--- src/rtl/cdb_arbiter_pkg.sv ---
// Shared CDB types, requester indices and pointer-wrap helper for cdb_arbiter.
package cdb_arbiter_pkg;

   localparam int ROB_WIDTH = 6;
   localparam int N_CDB_REQ = 4;

   typedef struct packed {
      logic                 valid;
      logic [ROB_WIDTH-1:0] tag;
      logic [31:0]          data;
   } cdb_t;

   typedef enum logic [1:0] {
      CDB_REQ_LWSW = 2'd0,
      CDB_REQ_ALU  = 2'd1,
      CDB_REQ_FPU  = 2'd2,
      CDB_REQ_BR   = 2'd3
   } cdb_req_e;

   // Next round-robin start after a grant to g; explicit compare so non-power-of-two N wraps.
   function automatic int next_ptr(input int g, input int n, input int lo);
      return (g == n - 1) ? lo : g + 1;
   endfunction

endpackage

--- src/rtl/cdb_arbiter_if.sv ---
// Requester/broadcast bundle between execution units and one CDB arbiter.
interface cdb_arbiter_if
   import cdb_arbiter_pkg::*;
#(
   parameter int N_REQ = N_CDB_REQ
) ();

   logic [N_REQ-1:0] req_valid;
   logic [N_REQ-1:0] req_ready;
   cdb_t [N_REQ-1:0] req_result;
   logic             flush;
   cdb_t             cdb;

   modport master (output req_valid, req_result, flush, input req_ready, cdb);
   modport slave  (input req_valid, req_result, flush, output req_ready, cdb);

endinterface

--- src/rtl/cdb_arbiter_chk.sv ---
// Simulation invariants for cdb_arbiter: one-hot grants, broadcasts only follow a fire.
module cdb_arbiter_chk #(
   parameter int N_REQ = 4,
   parameter int IDX_W = 2
) (
   input logic             clk,
   input logic             reset,
   input logic [N_REQ-1:0] req_valid_i,
   input logic [N_REQ-1:0] req_ready_i,
   input logic             gnt_v_i,
   input logic [IDX_W-1:0] gnt_idx_i
);

   logic [N_REQ-1:0] fire_q;

   // Remember which requester actually fired last cycle.
   always_ff @(posedge clk or negedge reset) begin
      if (!reset) begin
         fire_q <= '0;
      end else begin
         fire_q <= req_valid_i & req_ready_i;
      end
   end

   a_ready_onehot0: assert property (@(posedge clk) disable iff (!reset) $onehot0(req_ready_i));
   a_bcast_after_fire: assert property (@(posedge clk) disable iff (!reset) gnt_v_i |-> fire_q[gnt_idx_i]);

endmodule

--- src/rtl/cdb_arbiter_rr_picker.sv ---
// Combinational rotating priority encoder: first set bit of req_i at or after start_i.
module cdb_arbiter_rr_picker #(
   parameter int N     = 4,
   parameter int IDX_W = 2
) (
   input  logic [N-1:0]     req_i,
   input  logic [IDX_W-1:0] start_i,
   output logic             any_o,
   output logic [IDX_W-1:0] idx_o,
   output logic [N-1:0]     onehot_o
);

   // Walk offsets from farthest to nearest so the nearest requester is assigned last and wins.
   always_comb begin
      any_o    = 1'b0;
      idx_o    = '0;
      onehot_o = '0;
      for (int off = N - 1; off >= 0; off--) begin
         int pos;
         pos = (int'(start_i) + off >= N) ? int'(start_i) + off - N : int'(start_i) + off;
         if (req_i[pos]) begin
            any_o = 1'b1;
            idx_o = IDX_W'(pos);
         end else begin
            any_o = any_o;
         end
      end
      onehot_o = any_o ? (N'(1) << idx_o) : '0;
   end

endmodule

--- src/rtl/cdb_arbiter.sv ---
// Round-robin arbiter for one common data bus; grant at t, broadcast of the winner at t+1.
// Optional CDB_ARB_PRIO0_EN: requester 0 (lw_sw) always wins, round-robin among 1..N_REQ-1.
module cdb_arbiter
   import cdb_arbiter_pkg::*;
#(
   parameter int N_REQ = N_CDB_REQ,
   parameter int IDX_W = $clog2(N_REQ)
) (
   input  logic            clk,
   input  logic            reset,
   cdb_arbiter_if.slave    bus,
   output logic [IDX_W:0]  grant_count_q
);

   logic [IDX_W-1:0] rr_q;
   logic [IDX_W-1:0] rr_d;
   logic             gnt_v_q;
   logic [IDX_W-1:0] gnt_idx_q;

   logic [N_REQ-1:0] pick_req_s;
   logic             pick_any_s;
   logic [IDX_W-1:0] pick_idx_s;
   logic [N_REQ-1:0] pick_onehot_s;
   logic             gnt_any_s;
   logic [IDX_W-1:0] gnt_idx_s;
   logic [N_REQ-1:0] gnt_oh_s;
   logic             fire_s;

   // Requester 0 is removed from the rotation when it has fixed priority.
   always_comb begin
      pick_req_s = bus.req_valid;
`ifdef CDB_ARB_PRIO0_EN
      pick_req_s[int'(CDB_REQ_LWSW)] = 1'b0;
`endif
   end

   cdb_arbiter_rr_picker #(
      .N     (N_REQ),
      .IDX_W (IDX_W)
   ) u_picker (
      .req_i    (pick_req_s),
      .start_i  (rr_q),
      .any_o    (pick_any_s),
      .idx_o    (pick_idx_s),
      .onehot_o (pick_onehot_s)
   );

   // Select the winner, gate it with flush/reset and compute the next rotation start.
   always_comb begin
`ifdef CDB_ARB_PRIO0_EN
      if (bus.req_valid[int'(CDB_REQ_LWSW)]) begin
         gnt_any_s = 1'b1;
         gnt_idx_s = '0;
         gnt_oh_s  = N_REQ'(1);
      end else begin
         gnt_any_s = pick_any_s;
         gnt_idx_s = pick_idx_s;
         gnt_oh_s  = pick_onehot_s;
      end
`else
      gnt_any_s = pick_any_s;
      gnt_idx_s = pick_idx_s;
      gnt_oh_s  = pick_onehot_s;
`endif
      fire_s        = gnt_any_s && !bus.flush && reset;
      bus.req_ready = fire_s ? gnt_oh_s : '0;
`ifdef CDB_ARB_PRIO0_EN
      if (fire_s && (gnt_idx_s != '0)) begin
         rr_d = IDX_W'(next_ptr(int'(gnt_idx_s), N_REQ, 1));
      end else begin
         rr_d = rr_q;
      end
`else
      if (fire_s) begin
         rr_d = IDX_W'(next_ptr(int'(gnt_idx_s), N_REQ, 0));
      end else begin
         rr_d = rr_q;
      end
`endif
   end

   // Broadcast the result of last cycle's winner unless flushed; bus is zeroed when idle.
   always_comb begin
      if (gnt_v_q && !bus.flush) begin
         bus.cdb       = bus.req_result[gnt_idx_q];
         bus.cdb.valid = 1'b1;
      end else begin
         bus.cdb = '0;
      end
   end

   // Rotation pointer and grant pipeline register.
   always_ff @(posedge clk or negedge reset) begin
      if (!reset) begin
         rr_q          <= '0;
         gnt_v_q       <= 1'b0;
         gnt_idx_q     <= '0;
         grant_count_q <= '0;
      end else begin
         rr_q          <= rr_d;
         gnt_v_q       <= fire_s;
         gnt_idx_q     <= gnt_idx_s;
         grant_count_q <= {{IDX_W{1'b0}}, fire_s};
      end
   end

   cdb_arbiter_chk #(
      .N_REQ (N_REQ),
      .IDX_W (IDX_W)
   ) u_chk (
      .clk         (clk),
      .reset       (reset),
      .req_valid_i (bus.req_valid),
      .req_ready_i (bus.req_ready),
      .gnt_v_i     (gnt_v_q),
      .gnt_idx_i   (gnt_idx_q)
   );

endmodule

--- src/flat_wrapper.sv ---
// flat-port wrapper written by rule: the top's interface ports become plain ports
module cdb_arbiter_flat import cdb_arbiter_pkg::*;
#(
   parameter int N_REQ = N_CDB_REQ,
   parameter int IDX_W = $clog2(N_REQ)
)
  (clk, reset, grant_count_q, bus_req_valid, bus_req_result, bus_flush, bus_req_ready, bus_cdb);
  cdb_arbiter_if #(.N_REQ(N_REQ)) bus_i ();
  input  logic clk;
  input  logic reset;
  output logic [IDX_W:0] grant_count_q;
  input wire logic [$bits(bus_i.req_valid)-1:0] bus_req_valid;
  input wire logic [$bits(bus_i.req_result)-1:0] bus_req_result;
  input wire logic [$bits(bus_i.flush)-1:0] bus_flush;
  output wire logic [$bits(bus_i.req_ready)-1:0] bus_req_ready;
  output wire logic [$bits(bus_i.cdb)-1:0] bus_cdb;
  assign bus_i.req_valid = bus_req_valid;
  assign bus_i.req_result = bus_req_result;
  assign bus_i.flush = bus_flush;
  assign bus_req_ready = bus_i.req_ready;
  assign bus_cdb = bus_i.cdb;
  cdb_arbiter #(.N_REQ(N_REQ), .IDX_W(IDX_W)) u_core (.clk(clk), .reset(reset), .bus(bus_i), .grant_count_q(grant_count_q));
endmodule
--- config.mk ---
export PLATFORM = sky130hd
export DESIGN_NAME = cdb_arbiter_flat
export DESIGN_NICKNAME = d
export VERILOG_FILES = /design/src/rtl/cdb_arbiter_pkg.sv /design/src/rtl/cdb_arbiter_if.sv /design/src/rtl/cdb_arbiter_chk.sv /design/src/rtl/cdb_arbiter_rr_picker.sv /design/src/rtl/cdb_arbiter.sv /design/src/flat_wrapper.sv
export SDC_FILE = /design/constraint.sdc
export NUM_CORES = 1
export LEC_CHECK = 0
export CAP_MARGIN = 20
export CORE_AREA = 2 2 80 82
export CTS_BUF_LIST = sky130_fd_sc_hd__clkbuf_8
export CTS_CLUSTER_DIAMETER = 60
export CTS_CLUSTER_SIZE = 25
export DETAILED_ROUTE_END_ITERATION = 16
export DIE_AREA = 0 0 82 84
export PLACE_DENSITY = 0.89
export SKIP_LAST_GASP = 1
export SYNTH_ARGS = -nofsm -noshare
export SYNTH_HDL_FRONTEND = slang
export SYNTH_SLANG_ARGS = --single-unit
--- constraint.sdc ---
create_clock -name clk -period 2.6 [get_ports clk]
set_input_delay 0.39 -clock clk [delete_from_list [all_inputs] [get_ports clk]]
set_output_delay 0.39 -clock clk [all_outputs]
set_load 0.01 [all_outputs]
Word-level counts from Yosys, hierarchy flattened:

Cells that the tools add are included.

* mux-type cells: 30
* div/mod/pow operators: 0
* equality and inequality tests: 1
* add/sub/neg operators: 8
* reductions and logical operators: 4
* shifts and indexed selects: 1
* bitwise operators: 0
* order comparisons: 9
* multipliers: 0

Operators by type and width (number)
* 32-bit by 4-bit < comparator with 1-bit output, second input constant: 4
* 32-bit 2-to-1 mux: 4
* 32-bit by 4-bit >= comparator with 1-bit output, second input constant: 3
* 32-bit by 4-bit subtractor with 32-bit output, second input constant: 3
* 39-bit binary-select mux with 2-bit select: 1
* 39-bit 2-to-1 mux: 1
* 38-bit 2-to-1 mux: 1
* 1-bit 2-to-1 mux: 12
* 2-bit 2-to-1 mux: 5
* 1-bit binary-select mux with 2-bit select: 4
* 4-bit 2-to-1 mux: 2
* 2-bit by 2-bit adder with 3-bit output, second input constant: 2
* 1-bit by 2-bit << shifter with 4-bit output, first input constant: 1
* 2-bit by 3-bit subtractor with 4-bit output, second input constant: 1
* 2-bit by 1-bit adder with 3-bit output, second input constant: 1
* 2-bit by 3-bit >= comparator with 1-bit output, second input constant: 1
* 1-bit logical AND: 3
* 2-bit by 3-bit < comparator with 1-bit output, second input constant: 1
* 2-bit by 1-bit adder with 2-bit output, second input constant: 1
* 2-bit by 1-bit equality test with 1-bit output, second input constant: 1
* 1-bit logical NOT: 1

* latch bits: 0
* logic and storage cells: 56
* memory bits (read-only): 0
* input bits: 163
* output and inout port bits: 46
* RAM bits: 0
* memories kept: 0
* register bits: 5

Logic depth before layout (Yosys ltp):

Gate-level depths: netlist of run 1.

* depth in word-level cells: 13
* depth in mapped cells: 5
* depth with buffers taken out: 5

By module:

From an unflattened synthesis of run 1, not the netlist that was laid out.

* cell total of the unflattened synthesis: 182
* area total of the unflattened synthesis: 1685.4 µm²

By module, submodules not included
* cdb_arbiter: seq. area each 125.1 µm², area an instance 1502.7 µm², cells an instance 153, times used 1
* cdb_arbiter_rr_picker: seq. area each 0.0 µm², area an instance 182.7 µm², cells an instance 29, times used 1

Least setup slack after synthesis of run 1:

OpenSTA, ideal clock, no wires.

* path kind: register to output
* start point: register u_core.gnt_idx_q[0]
* end point: output port bus_cdb[18]
* stages on the path, launching flop included: 5
* arrival: 1548 ps
* path slack: 662 ps
* buffers on the path: 2
* cell sequence: dfrtp_1 buf_2 buf_4 mux4_2 and3_1

* cells in the longest elaborated chain, start to end: 3

RTL lines
* start: declaration: line cdb_arbiter.sv:18 `logic [IDX_W-1:0] gnt_idx_q;`
* start signal: assignment: line cdb_arbiter.sv:102 `gnt_idx_q <= gnt_idx_s;`
* 39-bit binary-select mux with 2-bit select: line cdb_arbiter.sv:85 `bus.cdb = bus.req_result[gnt_idx_q];`
* 38-bit 2-to-1 mux (not written as such): line cdb_arbiter.sv:85
* 39-bit 2-to-1 mux: line cdb_arbiter.sv:84 `if (gnt_v_q && !bus.flush) begin`
* end: declaration: line flat_wrapper.sv:16 `output wire logic [$bits(bus_i.cdb)-1:0] bus_cdb;`

No other way between the ends. The select of a mux whose other input is x is not followed.

Worst setup path after layout of run 1:

* start point: register u_core.gnt_idx_q[0]
* end point: output port bus_cdb[14]

Same word-level chain as after synthesis.

==> results of run 1 <==
## critical path: cells and delay by family (launching register included)
| family | cells | cell delay (ns) |
|---|---|---|
| flops | 1 | 0.38 |
| simple gates | 1 | 0.19 |
| buf+inv | 2 | 0.77 |
| mux | 1 | 0.57 |
## metal layers
metal,vias up,part of all wire,wire (um),track usage
met5,-,0,0,0
met4,0,0.024,176,0.0652
met3,20,0.13,941,0.0682
met2,136,0.52,3880,0.396
met1,1003,0.33,2460,0.208
li1,953,-,-,-
## how the worst max path moves through the flow
stage                                  end  depth (start not counted)  slack, ns                start
after floorplan                bus_cdb[18]                          4       0.66  u_core.gnt_idx_q[0]
after global placement    bus_req_ready[0]                          7      -0.09     bus_req_valid[0]
after detailed placement  bus_req_ready[2]                          7      -0.12     bus_req_valid[0]
after CTS                      bus_cdb[14]                          4       0.06  u_core.gnt_idx_q[0]
after global routing           bus_cdb[10]                          4      0.006  u_core.gnt_idx_q[0]
final                          bus_cdb[14]                          4       0.08  u_core.gnt_idx_q[0]
## synth_stat cells
master | number | area, um^2
and3_1 | 39 | 244
mux4_2 | 38 | 856
clkbuf_1 | 10 | 37.5
buf_4 | 5 | 37.5
dfrtp_1 | 5 | 125
and2_1 | 4 | 25.0
buf_2 | 4 | 20.0
ha_1 | 4 | 50.1
a21oi_1 | 3 | 15.0
inv_1 | 3 | 11.3
nand2_1 | 2 | 7.51
nor2_1 | 2 | 7.51
buf_6 | 1 | 11.3
conb_1 | 1 | 3.75
mux2_4 | 1 | 15.0
mux2i_1 | 1 | 10.0
nand2b_1 | 1 | 6.26
nor3_1 | 1 | 5.00
o2111ai_1 | 1 | 8.76
o21a_1 | 1 | 7.51
o22a_1 | 1 | 8.76
o22ai_1 | 1 | 6.26
o32a_2 | 1 | 11.3
or3_1 | 1 | 6.26
or4_1 | 1 | 7.51
## cell families (layout without fill, tap and decap cells)
| logic type | Yosys count | after routing | synth area share |
|---|---|---|---|
| flip-flops | 5 | 5 | 0.0810 |
| AND/OR/NAND/NOR | 51 | 51 | 0.200 |
| buffers and inverters | 23 | 226 | 0.0762 |
| other | 1 | 2 | 0.00243 |
| adder cells (fa/ha/maj) | 4 | 4 | 0.0324 |
| multiplexers | 40 | 40 | 0.570 |
| AO/OA/AOI/OAI | 8 | 8 | 0.0373 |
## timing repair
item                                    4_1_cts  5_1_grt
hold buffers                                  0        0
pin swaps                                     0        0
resized for setup                             5        3
endpoints found under the setup margin        4        2
buffers inserted                              1        1
## flip-flops by register name (all words and copies together), names as in the netlist
name and flops:
u_core.gnt_idx_q 2, u_core.rr_q 2, u_core.grant_count_q 1
## power breakdown
group | leakage (uW) | switching [uW] | internal, uW | total [uW]
registers | 0.0000582 | 33.5 | 102 | 136
logic | 0.00148 | 387 | 763 | 1150
clock network | 0.0000269 | 41.5 | 101 | 143
total | 0.00157 | 462 | 967 | 1430
## area by class of cell
type	instances	area share
inverter	3	0.00299
multi-input combinational	105	0.349
clock inverter	1	0.000996
timing repair buffer	219	0.577
clock buffer	3	0.0110
sequential	5	0.0335
tap	77	0.0256
## through the flow
stage                     TNS [ns]  cell area [um^2]  hold slack (ns)  std cells
after floorplan                  0              1550           0.0944        133
after global placement      -0.312              3700            0.539        407
after detailed placement    -0.415              3700            0.567        407
after CTS                        0              3750            0.491        412
after global routing             0              3770            0.506        413
final                            0              3770            0.496        413
==> flow_metrics.tcl, run 1 <==
set metrics [dict create \
    status "completed" \
    drc 0 \
    critPathKind "reg -> out" \
    crit_path_top_delay_cell "mux4_2" \
    area.sequential_um2 126 \
    die_w_um 82 \
    skew_ns 0.000169 \
    crit_chain "buf_4 > mux4_2 > and3_1 > clkdlybuf4s50_1" \
    setup.worst_path.start_class "register" \
    drive_above_1_share 0.188 \
    power_uw 1430 \
    utilization 0.618 \
    core_region_area_mm2 0.00610 \
    rr_endpoint "u_core.rr_q[1]" \
    grt_usage 0.209 \
    clock_tree.root_cell "clkbuf_8" \
    slowest_delay_ns 0.57 \
    rows 29 \
    final_cell_mix "clkdlybuf4s50_1 (196), and3_1 (39), mux4_2 (38), buf_4 (15)" \
    finalMaxSlewViolations 0 \
    avgSynthCellArea_um2 11.7 \
    port_buffers 202 \
    r2r_slack_ns 0.80 \
    die-area_mm2 0.00689 \
    post_drt_wl_per_cell_um 18.1 \
    cp.arrival_ns 2.13 \
    worst_ep_required_time_ns 2.21 \
    area_delta_synth_final_pct 144 \
    crit_path_max_fanout 15 \
    worst_slack_ns 0.0773 \
    cts_buffer_depth 2 \
    die_h_um 84 \
    drt-total-wl_mm 7.46 \
    drtPass1Iterations 6 \
    fin_crit_sh 0.970 \
    drt_iter0_drc 50 \
    r2r_cells 6 \
    syn-instance-count 132 \
    drv_cap 0 \
    fmax_mhz 396 \
    antenna_found_initial 0 \
    cts.sinks 5 \
    diodes 0 \
    fillerInstances 523 \
    ys_ff_latch 5 \
    leakage_uw 0.00157 \
    multi_input_area_mm2 0.00131 \
    clkTransAtPathRegs_ns 0.04 \
    grt_max_degree 39 \
    grt_pass1_vias 2321 \
    setup_viol 0 \
    ir_drop_uv 378 \
    post-dp-hpwl_mm 6.24 \
    syn_area_mm2 0.00154 \
    start_util 0.253 \
    ys_warn_count 0 \
    num-nets-final 504 \
    cts_buffers 3 \
    cts_tree "done" \
    hold_path_class "in -> async" \
    mostFrequentLayoutCell "clkdlybuf4s50_1" \
    routabilityCongestion 0.761 \
    grt-ovfl-total 0 \
    htreeDepth 1 \
    hold_violations 0 \
    ios 209 \
    ant_nets 0 \
    rsz0062_at_grt "false" \
    finalWorstPathRequiredPeriod_ns 2.52 \
    vias_per_cell 5.11 \
    setup.worst_path.end_class "output pin" \
    insertion_delay_ns 0.22 \
    grt_pass1_wl_mm 11.2 \
    yosysSeqAreaShare 0.0810 \
    via_count 2112 \
    r2r_start "u_core.rr_q[1]" \
    yosys.cell_types.count 25 \
    powerDensity_mw_per_mm2 379 \
    place_ws_ns -0.117 \
]
(Power assumes the default switching activity.)
==> run 2: changes to the inputs <==
CORE_AREA = 2 2 81 83   (was 2 2 80 82)
DIE_AREA = 0 0 83 85   (was 0 0 82 84)
PLACE_DENSITY = 0.87   (was 0.89)
clock period = 2.49 ns   (was 2.6 ns; I/O delays follow)
==> run 2 against run 1 <==
Against the previous run:
- critical path type unchanged
- first-iteration DRC count is the same
- die area grew 2.4%
- clock power grew 4%
- via count shrank 1.9%
- flip-flop and latch count is the same
- cell area grew 2.0%
- global-route usage shrank 0.76 points
- non-clock buffer count grew 1
- final cell count grew 0.24%
- critical path depth grew 1
- wire length shrank 0.39%
- sequential share of layout area is essentially flat
==> flow_metrics.tcl, run 2 (synthesis results as in run 1) <==
set metrics [dict create \
    final_cell_area_mm2 0.00384 \
    post_drt_wl_per_cell_um 17.9 \
    clkTransAtPathRegs_ns 0.04 \
    finalMaxSlewViolations 0 \
    setup_viol 0 \
    final_cell_mix "clkdlybuf4s50_1 (193), mux4_2 (38), and3_1 (38), buf_4 (13), dlygate4sd2_1 (5)" \
    setup.worst_path.start_class "register" \
    grt_usage 0.202 \
    grt_pass1_wl_mm 11.6 \
    cts_tree "done" \
    fin_crit_sh 0.988 \
    area_delta_synth_final_pct 149 \
    cts_buffers 3 \
    clock_tree.root_cell "clkbuf_8" \
    grt_pass1_vias 2249 \
    status "completed" \
    hold_buffers 0 \
    final_cells 414 \
    via_count 2072 \
    crit_path_top_delay_cell "mux4_2" \
    drtPass1Iterations 4 \
    ios 209 \
    num-nets-final 505 \
    wl_met1_mm 2.79 \
    drc 0 \
    crit_family "buffers and inverters" \
    top_regs "u_core.gnt_idx_q: 2 flops, u_core.rr_q: 2 flops, u_core.grant_count_q: 1 flops" \
    antenna_found_initial 0 \
    finalWorstPathRequiredPeriod_ns 2.46 \
    dp.cells 406 \
    rows 29 \
    leakage_uw 0.00162 \
    ant_nets 0 \
    grt-ovfl-total 0 \
    drv_cap 0 \
    worst_hold_slack_ns 0.465 \
    critPathKind "reg -> out" \
    fmax_mhz 406 \
    powerDensity_mw_per_mm2 412 \
    cts_buffer_depth 2 \
    slowest_delay_ns 0.49 \
    grt_max_degree 41 \
    wl_met2_mm 3.99 \
    drt_iter0_drc 50 \
    setup.worst_path.end_class "output pin" \
    drt-total-wl_mm 7.43 \
    die_h_um 85 \
    die_w_um 83 \
    post_dp_cell_area_mm2 0.00369 \
    drive_above_1_share 0.202 \
    wl_met3_um 555 \
    vias_per_cell 5.00 \
    fillerInstances 502 \
    cts.sinks 5 \
    post-dp-hpwl_mm 6.06 \
    worst_ep_required_time_ns 2.12 \
    mostFrequentLayoutCell "clkdlybuf4s50_1" \
    ir_drop_uv 428 \
    hold_violations 0 \
    crit_chain "buf_12 > clkbuf_16 > mux4_2 > and3_1 > clkdlybuf4s50_1" \
    worst-path-buf-inv 3 \
    skew_ns 0.00372 \
    core_region_area_mm2 0.00620 \
    hold_path_class "in -> async" \
    diodes 0 \
    port_buffers 202 \
    rsz0062_at_grt "true" \
    die-area_mm2 0.00706 \
    routabilityCongestion 0.812 \
    start_util 0.249 \
    crit_path_max_fanout 10 \
    htreeDepth 1 \
    cp.arrival_ns 2.09 \
    insertion_delay_ns 0.23 \
    top_layer "met4" \
    utilization 0.619 \
]
==> run 2: cell types whose count changed in the layout (fill, tap and decap cells not counted), sizes merged <==
cell | previous run | this run
dlymetal6s2s | 2 | 4
buf | 17 | 16
clkbuf | 3 | 5
clkdlybuf4s50 | 196 | 193
dlygate4sd2 | 4 | 5
==> run 2: through the flow <==
step,setup TNS [ns],worst slack [ns],total power (uW)
finish,0,0.0287,1580
global route,-0.0981,-0.0187,1690
CTS,-0.0379,-0.0251,1510
detailed placement,-0.852,-0.245,1340
global placement,-0.659,-0.192,1320
floorplan,0,0.569,838
==> run 2: final timing paths <==
kind | from | end | slack [ns] | cells after the start
max in group asynchronous | reset | u_core.rr_q[1] | 1.90 | 2
min in group clk | u_core.rr_q[0] | u_core.rr_q[0] | 0.57 | 1
setup reg to reg | u_core.rr_q[1] | u_core.rr_q[1] | 0.75 | 6
hold reg to reg | u_core.rr_q[0] | u_core.rr_q[0] | 0.57 | 1
setup / recovery | u_core.gnt_idx_q[0] | bus_cdb[7] | 0.03 | 5
hold / removal | reset | u_core.gnt_idx_q[1] | 0.47 | 2
==> run 2: metal layers <==
| metal | vias to the layer above | track usage |
|---|---|---|
| met2 | 123 | 0.392 |
| met5 | - | 0 |
| met1 | 983 | 0.221 |
| met4 | 0 | 0.0402 |
| met3 | 10 | 0.0516 |
| li1 | 956 | - |
==> run 2: repair_timing <==
item	CTS	global route
endpoints found under the hold margin	0	0
endpoints found under the setup margin	4	5
gates resized for setup	9	6
cloned	0	2
buffers inserted	1	1
==> run 2: worst reg2reg max path, stage by stage (launching register included) <==
cell	delay, ns
dfrtp_2	0.46
nand2b_1	0.19
a21oi_2	0.21
nor3_1	0.07
buf_4	0.15
ha_1	0.29
mux2_4	0.25
==> run 2: cell type report <==
cell class | instances | area (um^2) | share of cell area
clock buffer | 3 | 41.3 | 0.0107
clock inverter | 1 | 3.75 | 0.000977
inverter | 3 | 11.3 | 0.00293
multi-input combinational | 105 | 1330 | 0.346
sequential | 5 | 128 | 0.0332
tap | 77 | 96.3 | 0.0251
timing repair buffer | 220 | 2230 | 0.581
==> run 2: power breakdown <==
group | total (uW) | switching [uW] | leakage (uW) | internal [uW]
clock network | 149 | 43.1 | 0.0000269 | 106
logic | 1290 | 426 | 0.00154 | 863
registers | 146 | 37.6 | 0.0000572 | 109
total | 1580 | 507 | 0.00162 | 1080
